$ cat src/rtl/spi_master_ctrl.sv
// spi_master_ctrl: SPI master transfer controller generating SCLK, active-low CS and
// per-bit shift/sample strobes for one WIDTH-bit frame per start request.
module spi_master_ctrl #(
  parameter int WIDTH     = 8,
  parameter int DIV_WIDTH = 8
) (
  input  logic                 i_clk,
  input  logic                 i_rst,
  input  logic                 i_start,
  input  logic                 i_cpol,
  input  logic                 i_cpha,
  input  logic [DIV_WIDTH-1:0] i_clk_div,
  output logic                 o_sclk,
  output logic                 o_cs_n,
  output logic                 o_ser_en,
  output logic                 o_deser_en,
  output logic                 o_ic_phase,
  output logic                 o_busy,
  output logic                 o_done
);
  localparam int EW = $clog2(2*WIDTH+1);
  localparam logic [EW-1:0] LAST = EW'(2*WIDTH);
  typedef enum logic [1:0] {IDLE, SETUP, XFER, HOLD} state_t;
  state_t               state_q;
  logic                 cpol_q, cpha_q;
  logic [DIV_WIDTH-1:0] div_q, cnt_q;
  logic [EW-1:0]        edge_q, edge_d;
  logic                 sclk_q, cs_n_q, ser_q, deser_q, busy_q, done_q, ic_q;
  logic                 half_d, lead_d;
  assign half_d = cnt_q == div_q;
  assign edge_d = edge_q + 1'b1;
  assign lead_d = edge_d[0];
  always_ff @(posedge i_clk or posedge i_rst) begin
    if (i_rst) begin
      state_q <= IDLE;
      cpol_q  <= 1'b0;
      cpha_q  <= 1'b0;
      div_q   <= '0;
      cnt_q   <= '0;
      edge_q  <= '0;
      sclk_q  <= 1'b0;
      cs_n_q  <= 1'b1;
      ser_q   <= 1'b0;
      deser_q <= 1'b0;
      busy_q  <= 1'b0;
      done_q  <= 1'b0;
      ic_q    <= 1'b0;
    end else begin
      ser_q   <= 1'b0;
      deser_q <= 1'b0;
      done_q  <= 1'b0;
      case (state_q)
        IDLE: begin
          sclk_q <= i_cpol;
          if (i_start) begin
            cpol_q  <= i_cpol;
            cpha_q  <= i_cpha;
            div_q   <= i_clk_div;
            ic_q    <= i_cpha;
            cs_n_q  <= 1'b0;
            busy_q  <= 1'b1;
            cnt_q   <= '0;
            edge_q  <= '0;
            ser_q   <= ~i_cpha;
            state_q <= SETUP;
          end
        end
        SETUP, XFER: begin
          // odd edges lead, even edges trail; the last trailing edge has no bit left to shift
          if (half_d) begin
            cnt_q   <= '0;
            sclk_q  <= ~sclk_q;
            edge_q  <= edge_d;
            ser_q   <= lead_d ? cpha_q : (~cpha_q && edge_d != LAST);
            deser_q <= lead_d ? ~cpha_q : cpha_q;
            state_q <= edge_d == LAST ? HOLD : XFER;
          end else cnt_q <= cnt_q + 1'b1;
        end
        HOLD: begin
          if (half_d) begin
            sclk_q  <= cpol_q;
            cs_n_q  <= 1'b1;
            busy_q  <= 1'b0;
            done_q  <= 1'b1;
            state_q <= IDLE;
          end else cnt_q <= cnt_q + 1'b1;
        end
        default: state_q <= IDLE;
      endcase
    end
  end
  assign o_sclk     = sclk_q;
  assign o_cs_n     = cs_n_q;
  assign o_ser_en   = ser_q;
  assign o_deser_en = deser_q;
  assign o_ic_phase = ic_q;
  assign o_busy     = busy_q;
  assign o_done     = done_q;
endmodule

$ cat config.mk
export PLATFORM = sky130hd
export DESIGN_NAME = spi_master_ctrl
export DESIGN_NICKNAME = d
export VERILOG_FILES = /design/src/rtl/spi_master_ctrl.sv
export SDC_FILE = /design/constraint.sdc
export NUM_CORES = 1
export LEC_CHECK = 0
export CORE_UTILIZATION = 30
export DETAILED_ROUTE_END_ITERATION = 16
export PLACE_DENSITY = 0.47
export SYNTH_ARGS = -nofsm -noshare
export SYNTH_HDL_FRONTEND = slang
export SYNTH_SLANG_ARGS = --single-unit
$ cat constraint.sdc
create_clock -name i_clk -period 1.95 [get_ports i_clk]
set_clock_uncertainty 0.15 [all_clocks]
set_input_delay 0.39 -clock i_clk [delete_from_list [all_inputs] [get_ports i_clk]]
set_output_delay 0.39 -clock i_clk [all_outputs]
set_load 0.005 [all_outputs]
==> flow_summary.json <==
{
  "synth_top_area_cell": "dfrtp_1",
  "area_delta_synth_final_pct": 39.8,
  "viasPerCell": 5.12,
  "crit_arrival_ps": 1970,
  "cp_data_required_time_ps": 1960,
  "r2r_start": "cnt_q[2]$_DFFE_PP0P_",
  "worstSetupStartpointType": "flop",
  "cts_tree": "done",
  "crit_path_end_kind": "flop",
  "synth.top_cell.area_share_pct": 43.1,
  "fill_cells": 550,
  "power_mw": 1.24,
  "seq_area_frac_synth_pct": 44.6,
  "irDropWorstVdd_v": 0.000290,
  "fp.dieH_um": 78.2,
  "max_stage_delay_ps": 420,
  "pwr-share-seq_pct": 51.7,
  "dp_worst_setup_slack_ps": -156,
  "path_class": "flop to flop",
  "hold_class": "input pin to async pin",
  "die_x_um": 78.2,
  "nets": 240,
  "track_usage_pct": 16.4,
  "rsz0062_at_grt": "true",
  "switching_power_mw": 0.255,
  "regArea_sq_um": 778,
  "setup_violations": 1,
  "final_area_sq_mm": 0.00243,
  "violations": "negative setup slack",
  "ant_nets": 0,
  "numCtsBuffers": 5,
  "p_comb_share_pct": 3.3,
  "ctsHtreeMaxLevel": 2,
  "synthFlopType": "dfrtp_1",
  "dr.pass1.iters": 4,
  "status": "finished with violations",
  "synthSimpleGateAreaFrac_pct": 17.4,
  "vias": 1509,
  "critPathBufInv": 1,
  "async_flop_share_pct": 100,
  "synth.area.top_cells": "dfrtp_1, mux2_2, xor2_1",
  "cts_hold_buf": 0,
  "insertedDiodeCount": 0,
  "yosys.area_share.xor_xnor_pct": 4.03,
  "crit_chain": "xor2_2, nor4_4, buf_4, a21oi_4, a2bb2oi_2, a221o_1",
  "synth_edf_count": 0,
  "synth_nets": 184,
  "max_freq_mhz": 512,
  "io_buffer_count": 19,
  "path_max_fanout": 4,
  "cpLargestDelayFamily": "compound AO/OA/AOI/OAI gates",
  "yosysWarnings": 0,
  "switching_share_pct": 20.5,
  "critPathSlowestCell": "dfrtp_2",
  "antenna_found_initial": 0,
  "period_minus_slack_ps": 1950,
  "route.detailed.drc": 0,
  "wl_per_cell_um": 14.8,
  "p_leak_nw": 1.12,
  "relSlewSlack_pct": 72.1,
  "worstSetupStartpoint": "cnt_q[2]$_DFFE_PP0P_",
  "ys_types": 46,
  "synthMuxAreaShare_pct": 7.12,
  "powerDensity_mw_per_mm2": 511,
  "drv_slew": 0,
  "grt_overflow": 0,
  "cts-root-buf": "clkbuf_8",
  "max_cap_viol_count": 0,
  "grt_pass1_wl_um": 7780,
  "synth_top_family_by_area": "compound AO/OA/AOI/OAI gates",
  "grt_start_max_net_pins": 32,
  "intPower_mw": 0.989,
  "synth_compound_area_share_pct": 19.2,
  "place_hpwl_um": 3210,
  "yosys.area_share.adder_pct": 3.59,
  "detail_route.wirelength_um": 4360,
  "hold_viol_final": 0,
  "final_common_cell": "buf_4",
  "coreArea_sq_mm": 0.00554,
  "ios": 20,
  "final_cell_mix": "buf_4, dfrtp_1, clkdlybuf4s50_1",
  "grt_pass1_vias": 1602,
  "setup_ws_ps": -1.89,
  "postSynthAreaPerCell_sq_um": 10.5,
  "drt-initial-drc-count": 92,
  "start_util_pct": 31.4,
  "fin_setup_tns_ps": -1.89,
  "syn_inst": 166,
  "ys_ff_latch": 31,
  "clkPwrFrac_pct": 45.0,
  "clock_latency_ps": 290,
  "period_share_pct": 100,
  "rows": 27,
  "synth_area_sq_mm": 0.00174,
  "worst_slew_pin_slew_ps": 418,
  "clkSlewWorstSetupHoldPaths_ps": 70,
  "die_area_sq_mm": 0.00611,
  "clockBufferDepth": 2,
  "clock-sinks": 31,
  "multi_input_area_sq_um": 958,
  "finalWeightedCongestion": 0.838,
  "r2r_setup_slack_ps": -2,
  "drive_above_1_share_pct": 34.1,
  "placed_area_sq_mm": 0.00222
}
-- flip-flops by register name, indices dropped and copies added (netlist names) --
register    flops
state_q         2
o_done          1
edge_q          5
o_ser_en        1
div_q           8
o_sclk          1
o_ic_phase      1
o_deser_en      1
o_busy          1
cnt_q           8
o_cs_n          1
cpol_q          1
-- power by group through the flow --
| stage | combinational (mW) | sequential (mW) | clock [mW] |
|---|---|---|---|
| detailed placement | 0.0426 | 0.655 | 0 |
| floorplan | 0.0100 | 0.655 | 0 |
| CTS | 0.0429 | 0.643 | 0.591 |
| global placement | 0.0416 | 0.655 | 0 |
| finish | 0.0414 | 0.643 | 0.560 |
| global route | 0.0468 | 0.642 | 0.606 |
-- final timing paths --
path / endpoint / depth (start not counted)
min in group i_clk: o_busy$_DFFE_PP0P_ / 1
min: state_q[1]$_DFFE_PP0P_ / 3
min reg2reg: o_busy$_DFFE_PP0P_ / 1
max reg2reg: cnt_q[7]$_DFFE_PP0P_ / 6
max: cnt_q[7]$_DFFE_PP0P_ / 6
max in group asynchronous: cnt_q[2]$_DFFE_PP0P_ / 3
-- worst reg2reg max path: stages, from the launching register on --
cell       delay, ps
dfrtp_2          420
xor2_2           190
nor4_4           350
buf_4            180
a21oi_4           60
a2bb2oi_2        140
a221o_1          340
-- cell families after synthesis --
group,count (synthesis)
AOI/OAI and AO/OA,49
and+or+nand+nor,48
buffers and inverters,14
muxes,11
xor gates and xnor gates,8
DFF,31
adders and majority gates,5
-- final cells by class --
type                       instances  area share, %
tap                               72           3.70
sequential                        31           32.0
clock buffer                       8           4.11
multi-input combinational        121           39.4
timing repair buffer              55           19.6
inverter                           8           1.23
-- through the flow --
step,instances,hold WS (ps),utilization [%]
floorplan,166,330,-
global placement,281,353,40.0
detailed placement,281,346,40.0
CTS,292,346,42.3
global route,295,402,43.9
finish,295,345,43.9
-- routing by layer --
layer / routed length [um] / global-route usage (%) / share of wire [%] / up-vias
met5: 0 / 0 / 0 / -
met4: 70 / 7.59 / 1.6 / 0
met3: 130 / 2.91 / 3.0 / 6
met2: 2160 / 27.5 / 50 / 25
met1: 2000 / 20.4 / 46 / 747
li1: - / - / - / 731
-- synth_stat cells (2+ instances only) --
| cell type | instances |
|---|---|
| a21oi_1 | 6 |
| a31oi_1 | 11 |
| dfrtp_1 | 30 |
| nand2b_1 | 4 |
| ha_1 | 5 |
| nor2_1 | 6 |
| nand3_1 | 5 |
| nor3_2 | 2 |
| nand2_1 | 11 |
| a221o_1 | 3 |
| mux2_2 | 11 |
| nor4_4 | 2 |
| and3_1 | 4 |
| o21ai_0 | 9 |
| o2bb2ai_1 | 2 |
| nor2b_1 | 2 |
| clkbuf_1 | 4 |
| o31ai_1 | 3 |
| inv_1 | 8 |
| o211ai_1 | 4 |
| and3_2 | 2 |
| xor2_1 | 8 |
-- timing repair --
action | in CTS | in global routing
endpoints found under the setup margin | 3 | 12
gates resized for setup | 2 | 14
pin swaps | 2 | 11
buffers inserted | 3 | 3
Power figures use the tool's default switching activity.
